### config.mk
export PLATFORM = sky130hd
export DESIGN_NAME = mac_accumulate_module_flat
export DESIGN_NICKNAME = d
export VERILOG_FILES = /design/src/rtl/mac_accumulate_module_pkg.sv /design/src/rtl/mac_accumulate_module_if.sv /design/src/rtl/mac_accumulate_module_sat_add.sv /design/src/rtl/mac_accumulate_module.sv /design/src/flat_wrapper.sv
export SDC_FILE = /design/constraint.sdc
export NUM_CORES = 1
export LEC_CHECK = 0
export ABC_AREA = 1
export BUFFER_PORTS_ARGS = -buffer_cell sky130_fd_sc_hd__buf_2
export CAP_MARGIN = 0
export CORE_MARGIN = 5
export CORE_UTILIZATION = 53
export DETAILED_ROUTE_END_ITERATION = 10
export GPL_ROUTABILITY_DRIVEN = 0
export PLACE_DENSITY = 0.81
export SYNTH_ARGS = -nofsm -noshare
export SYNTH_HDL_FRONTEND = slang
export SYNTH_SLANG_ARGS = --single-unit
### constraint.sdc
create_clock -name clk -period 2.65 [get_ports clk]
set_clock_uncertainty 0.2 [all_clocks]
set_input_delay 0.53 -clock clk [delete_from_list [all_inputs] [get_ports clk]]
set_output_delay 0.53 -clock clk [all_outputs]
set_load 0.01 [all_outputs]
### src/rtl/mac_accumulate_module_pkg.sv
// Shared definitions for the MAC accumulate stage and future accumulating stages.
//   ACC_W_DEF / MAX_LEN_DEF : default accumulator width and maximum frame length
//   PROD_W / LEN_W          : product input width and frame-length field width
//   acc_state_e / out_state_e : accumulator-side and output-side state encodings
//   sat_max_val / sat_min_val : signed saturation limits for a given width
package mac_accumulate_module_pkg;

  localparam int unsigned ACC_W_DEF   = 24;
  localparam int unsigned MAX_LEN_DEF = 256;
  localparam int unsigned PROD_W      = 16;
  localparam int unsigned LEN_W       = 9;

  typedef enum logic {
    ACC_IDLE  = 1'b0,
    ACC_ACCUM = 1'b1
  } acc_state_e;

  typedef enum logic {
    OUT_EMPTY = 1'b0,
    OUT_FULL  = 1'b1
  } out_state_e;

  // Largest positive value representable in w-bit two's complement.
  function automatic longint sat_max_val(int unsigned w);
    return (longint'(1) <<< (w - 1)) - longint'(1);
  endfunction

  // Most negative value representable in w-bit two's complement.
  function automatic longint sat_min_val(int unsigned w);
    return -(longint'(1) <<< (w - 1));
  endfunction

endpackage

### src/rtl/mac_accumulate_module_if.sv
// Product-in / result-out bus of the MAC accumulate stage.
//   prod_valid, prod_last, product : product stream from the multiplier (no backpressure)
//   res_valid, res_ready           : result handshake
//   res_sum, res_len, res_sat      : frame result payload
// slave = the accumulator, master = the producer/consumer pair around it.
interface mac_accumulate_module_if
  import mac_accumulate_module_pkg::*;
#(
  parameter int unsigned ACC_W = ACC_W_DEF
);

  logic                     prod_valid;
  logic                     prod_last;
  logic signed [PROD_W-1:0] product;
  logic                     res_valid;
  logic                     res_ready;
  logic signed [ACC_W-1:0]  res_sum;
  logic [LEN_W-1:0]         res_len;
  logic                     res_sat;

  modport slave (
    input  prod_valid, prod_last, product, res_ready,
    output res_valid, res_sum, res_len, res_sat
  );

  modport master (
    output prod_valid, prod_last, product, res_ready,
    input  res_valid, res_sum, res_len, res_sat
  );

endinterface

### src/rtl/mac_accumulate_module_sat_add.sv
// Combinational signed ACC_W + ACC_W saturating adder.
//   a, b   : signed operands
//   sum_c  : sum clamped to the signed ACC_W range
//   ovf_c  : signed overflow occurred (sum_c is a clamp value)
module sat_add_module
  import mac_accumulate_module_pkg::*;
#(
  parameter int unsigned ACC_W = ACC_W_DEF
) (
  input  logic signed [ACC_W-1:0] a,
  input  logic signed [ACC_W-1:0] b,
  output logic signed [ACC_W-1:0] sum_c,
  output logic                    ovf_c
);

  localparam logic signed [ACC_W-1:0] SAT_MAX = ACC_W'(sat_max_val(ACC_W));
  localparam logic signed [ACC_W-1:0] SAT_MIN = ACC_W'(sat_min_val(ACC_W));

  logic [ACC_W:0] wide_c;

  // One guard bit: overflow iff the guard and the result sign disagree.
  assign wide_c = {a[ACC_W-1], a} + {b[ACC_W-1], b};
  assign ovf_c  = wide_c[ACC_W] ^ wide_c[ACC_W-1];

  // On overflow both operands share a sign, so a's sign picks the clamp.
  assign sum_c = ovf_c ? (a[ACC_W-1] ? SAT_MIN : SAT_MAX) : signed'(wide_c[ACC_W-1:0]);

endmodule

### src/rtl/mac_accumulate_module.sv
// Frame accumulator: sums a stream of signed 16-bit products into saturated
// frame results, double-buffered on a valid/ready output port.
//   clk, rst : clock, synchronous active-high reset
//   io       : product input and result output bus (slave side)
//   drop     : one-cycle pulse when a completed frame had to be discarded
//   busy     : a frame is open (at least one product accumulated)
module mac_accumulate_module
  import mac_accumulate_module_pkg::*;
#(
  parameter int unsigned ACC_W   = ACC_W_DEF,
  parameter int unsigned MAX_LEN = MAX_LEN_DEF
) (
  input  logic                    clk,
  input  logic                    rst,
  mac_accumulate_module_if.slave  io,
  output logic                    drop,
  output logic                    busy
);

  acc_state_e              acc_state;
  out_state_e              out_state;
  logic signed [ACC_W-1:0] acc;
  logic [LEN_W-1:0]        count;
  logic                    sat;

  logic signed [ACC_W-1:0] res_sum;
  logic [LEN_W-1:0]        res_len;
  logic                    res_sat;

  logic signed [ACC_W-1:0] prod_ext_c;
  logic signed [ACC_W-1:0] add_sum_c;
  logic                    add_ovf_c;
  logic signed [ACC_W-1:0] next_sum_c;
  logic                    next_sat_c;
  logic                    close_c;

  assign prod_ext_c = ACC_W'(io.product);

  sat_add_module #(.ACC_W(ACC_W)) u_sat_add (
    .a     (acc),
    .b     (prod_ext_c),
    .sum_c (add_sum_c),
    .ovf_c (add_ovf_c)
  );

  // The first product of a frame seeds the sum; later ones go through the clamp.
  assign next_sum_c = (acc_state == ACC_IDLE) ? prod_ext_c : add_sum_c;
  assign next_sat_c = (acc_state == ACC_IDLE) ? 1'b0 : (sat | add_ovf_c);

  // Close on an explicit last or when this product makes the frame MAX_LEN long.
  assign close_c = io.prod_valid && (io.prod_last || (count == LEN_W'(MAX_LEN - 1)));

  // Accumulator, result register and drop/busy flags.
  always_ff @(posedge clk) begin
    if (rst) begin
      acc_state <= ACC_IDLE;
      out_state <= OUT_EMPTY;
      acc       <= '0;
      count     <= '0;
      sat       <= 1'b0;
      res_sum   <= '0;
      res_len   <= '0;
      res_sat   <= 1'b0;
      drop      <= 1'b0;
      busy      <= 1'b0;
    end else begin
      drop <= 1'b0;

      // Consumer transfer; a close in the same cycle below refills the slot.
      if ((out_state == OUT_FULL) && io.res_ready) begin
        out_state <= OUT_EMPTY;
      end

      if (io.prod_valid) begin
        if (close_c) begin
          acc       <= '0;
          count     <= '0;
          sat       <= 1'b0;
          acc_state <= ACC_IDLE;
          busy      <= 1'b0;
          if ((out_state == OUT_EMPTY) || io.res_ready) begin
            res_sum   <= next_sum_c;
            res_len   <= count + LEN_W'(1);
            res_sat   <= next_sat_c;
            out_state <= OUT_FULL;
          end else begin
            // Unconsumed result is kept; the new frame is lost.
            drop <= 1'b1;
          end
        end else begin
          acc       <= next_sum_c;
          count     <= count + LEN_W'(1);
          sat       <= next_sat_c;
          acc_state <= ACC_ACCUM;
          busy      <= 1'b1;
        end
      end
    end
  end

  assign io.res_valid = (out_state == OUT_FULL);
  assign io.res_sum   = res_sum;
  assign io.res_len   = res_len;
  assign io.res_sat   = res_sat;

endmodule

### src/flat_wrapper.sv
// flat-port wrapper written by rule: the top's interface ports become plain ports
module mac_accumulate_module_flat import mac_accumulate_module_pkg::*;
#(
  parameter int unsigned ACC_W   = ACC_W_DEF,
  parameter int unsigned MAX_LEN = MAX_LEN_DEF
)
  (clk, rst, drop, busy, io_prod_valid, io_prod_last, io_product, io_res_ready, io_res_valid, io_res_sum, io_res_len, io_res_sat);
  mac_accumulate_module_if #(.ACC_W(ACC_W)) io_i ();
  input  logic clk;
  input  logic rst;
  output logic drop;
  output logic busy;
  input wire logic [$bits(io_i.prod_valid)-1:0] io_prod_valid;
  input wire logic [$bits(io_i.prod_last)-1:0] io_prod_last;
  input wire logic [$bits(io_i.product)-1:0] io_product;
  input wire logic [$bits(io_i.res_ready)-1:0] io_res_ready;
  output wire logic [$bits(io_i.res_valid)-1:0] io_res_valid;
  output wire logic [$bits(io_i.res_sum)-1:0] io_res_sum;
  output wire logic [$bits(io_i.res_len)-1:0] io_res_len;
  output wire logic [$bits(io_i.res_sat)-1:0] io_res_sat;
  assign io_i.prod_valid = io_prod_valid;
  assign io_i.prod_last = io_prod_last;
  assign io_i.product = io_product;
  assign io_i.res_ready = io_res_ready;
  assign io_res_valid = io_i.res_valid;
  assign io_res_sum = io_i.res_sum;
  assign io_res_len = io_i.res_len;
  assign io_res_sat = io_i.res_sat;
  mac_accumulate_module #(.ACC_W(ACC_W), .MAX_LEN(MAX_LEN)) u_core (.clk(clk), .rst(rst), .io(io_i), .drop(drop), .busy(busy));
endmodule
==> results.sh <==
export IMPL_max_stage_delay_ns=0.37
export IMPL_min_path_type="in -> reg"
export IMPL_drc=0
export IMPL_insertedDiodeCount=0
export IMPL_die_h_um=106
export IMPL_initial_core_util=0.536
export IMPL_post_route_period_util=1.00
export IMPL_synthTopCellsByCount="nand2_1 (188), a21oi_1 (80), dfxtp_1 (71), inv_1 (71), nand3_1 (68)"
export IMPL_detail_route_antenna_nets=0
export IMPL_holdPathStages=4
export IMPL_clk_latency_ns=0.38
export IMPL_hold_buffers=0
export IMPL_period_minus_slack_ns=2.65
export IMPL_max_cap_violations=0
export IMPL_antenna_found_initial=0
export IMPL_finalWirelength_mm=16.1
export IMPL_instances_no_fill=990
export IMPL_synthFlopType="dfxtp_1"
export IMPL_synth_nets=785
export IMPL_outcome="completed"
export IMPL_synth_cell_type_count=31
export IMPL_io_pins=58
export IMPL_ys_top_cells_by_area="dfxtp_1 (29%), nand2_1 (14%), a21oi_1 (8.2%), nand3_1 (7.0%), ha_1 (6.7%)"
export IMPL_via_count=5773
export IMPL_slowest_stage="dfxtp_1"
export IMPL_placedCellCount=965
export IMPL_cp_depth=15
export IMPL_design_area_um2=6470
export IMPL_hpwl_mm=11.1
export IMPL_area_delta_synth_final_pct=32.5
export IMPL_worst_pin_slew_ns=0.512
export IMPL_syn_inst=737
export IMPL_cts_clk_slew_worst_paths_ns=0.10
export IMPL_grt_pass1_vias=5525
export IMPL_yosysSeqAreaShare=0.291
export IMPL_synth_avg_cell_area_um2=6.63
export IMPL_numCtsBuffers=9
export IMPL_critical_path_required_ns=2.70
export IMPL_grt_pass1_wl_mm=24.6
export IMPL_dieWidth_um=106
export IMPL_crit_top_cell="nand2_1"
export IMPL_rows=35
export IMPL_wl_per_cell_um=16.3
export IMPL_synth_seq_cells=71
export IMPL_synth_edf_count=0
export IMPL_cp_max_fo=7
export IMPL_clockRootBuffer="clkbuf_8"
export IMPL_drive_gt1_frac=0.316
export IMPL_p_per_area_nw_per_um2=515
export IMPL_start_kind="flop"
export IMPL_total_leakage_power_nw=3.16
export IMPL_hold_violations=0
export IMPL_crit_chain="ha_4 > nand2_1 > nor2_1 > nand2_1 > nor2_1 > nand2_2 > nand3_1 > nand2_1 > nand2_2 > nand2_4 > nand3_4 > buf_12 > nand3_2 > nand3_2 > a21oi_2"
export IMPL_synth_top_cell_by_area="dfxtp_1"
export IMPL_grt_start_max_net_pins=37
export IMPL_end_kind="flop"
export IMPL_via_per_inst=5.83
export IMPL_crit_type="reg -> reg"
export IMPL_ys_warn_count=0
export IMPL_grt_overflow_total=0
export IMPL_clk_path_buf_depth=2
export IMPL_synth_most_common_cell="nand2_1"
export IMPL_synth_top_cell_area_share=0.291
export IMPL_finalNetCount=922
export IMPL_htreeDepth=3
export IMPL_grt_usage=0.265
export IMPL_coreArea_um2=9110
export IMPL_reg2reg_depth=15
export IMPL_slew_violations=0
export IMPL_first_iter_violations=515
export IMPL_crit_family="simple AND/OR/NAND/NOR gates"
export IMPL_setup_viol=0
export IMPL_cts_sinks=71
export IMPL_cts_tree="yes"
export IMPL_peakVddDrop_uv=351
export IMPL_drt_pass1_iter_count=6
export IMPL_max_freq_ghz=0.377
export IMPL_portBuffers=57
export IMPL_dieArea_um2=11200
export IMPL_async_flop_share=0
export IMPL_syn_area_um2=4890
export IMPL_cp_arrival_ns=2.70
export IMPL_place_area_um2=5890
export IMPL_crit_buf_inv=1
export IMPL_slew_headroom=0.658
## metal layers
metal	up-vias	GRT usage	wire length [um]
li1	2696	-	-
met1	2643	0.295	6060
met2	320	0.469	7730
met3	114	0.0522	1170
met4	0	0.154	1150
met5	-	0	0
## tightest hold or removal path, stage by stage
cell,delay [ns]
buf_2,0.11
o22ai_1,0.09
inv_1,0.05
nor2_1,0.03
## metrics by stage
stage / hold slack [ns] / TNS [ns] / setup slack, ns / util / total power [mW]
after detailed placement: 0.255 / -15.16 / -0.360 / 0.646 / 2.28
after CTS: 0.241 / 0 / 0.00840 / 0.669 / 3.16
after floorplan: 0.242 / 0 / 0.0383 / - / 1.88
final: 0.252 / 0 / 0.000344 / 0.711 / 3.33
after global placement: 0.249 / -9.62 / -0.244 / 0.646 / 2.24
after global routing: 0.284 / -1.98 / -0.104 / 0.711 / 3.49
## area by class of cell
cell class | count | area (um2)
Inverter | 72 | 270
Timing Repair Buffer | 156 | 1130
Sequential cell | 71 | 1430
Tap cell | 111 | 139
Fill cell | 688 | 2640
Clock inverter | 7 | 73.8
Multi-Input combinational cell | 564 | 3310
Clock buffer | 9 | 124
## flip-flops by register name (all words and copies together), names as in the netlist
register             flops
u_core.acc              24
u_core.acc_state         1
u_core.count             9
u_core.drop              1
u_core.io.res_len        9
u_core.io.res_sat        1
u_core.io.res_sum       24
u_core.io.res_valid      1
u_core.sat               1
## final timing paths
| kind | startpoint | to | slack (ns) |
|---|---|---|---|
| worst max-delay path | u_core.acc[19] | u_core.acc[10] | 0.0003 |
| worst min-delay path | io_prod_valid | u_core.count[8] | 0.25 |
| worst max register to register | u_core.acc[19] | u_core.acc[10] | 0.0003 |
| worst min register to register | u_core.count[0] | u_core.io.res_len[0] | 0.27 |
## cells in the final DEF, fill, tap and decap left out, types with 5 or more instances in the layout
master	instances
nand2_2	19
buf_12	5
or2_2	15
o21ai_0	41
o21bai_1	12
ha_1	9
ha_4	11
xor2_1	15
clkbuf_8	9
dfxtp_1	67
nor2_1	43
nand2_1	178
nor2_2	6
xnor2_1	5
a21oi_2	9
nand4_1	13
a21oi_1	74
buf_2	56
buf_4	90
inv_1	69
ha_2	6
nand3_1	62
nand3_2	26
## cell families (layout without fill, tap and decap cells)
logic type / after synthesis / count (layout) / synth area share
simple gates: 374 / 375 / 0.357
compound gates: 142 / 142 / 0.155
buf+inv: 103 / 244 / 0.0899
flops: 71 / 71 / 0.291
fa+ha+maj: 27 / 27 / 0.0707
xor+xnor: 20 / 20 / 0.0359
## report_power, final
part | switching [mW] | internal, mW
combinational | 0.715 | 0.549
clock | 0.516 | 0.372
sequential | 0.0441 | 1.14
total | 1.28 | 2.06
## timing repair
action | CTS | global route
endpoints found under the hold margin | 0 | 0
pin swaps | 0 | 12
endpoints found under the setup margin | 1 | 60
setup buffers | 0 | 7
cloned | 0 | 2
gates resized for setup | 2 | 63
Power figures use the tool's default switching activity.
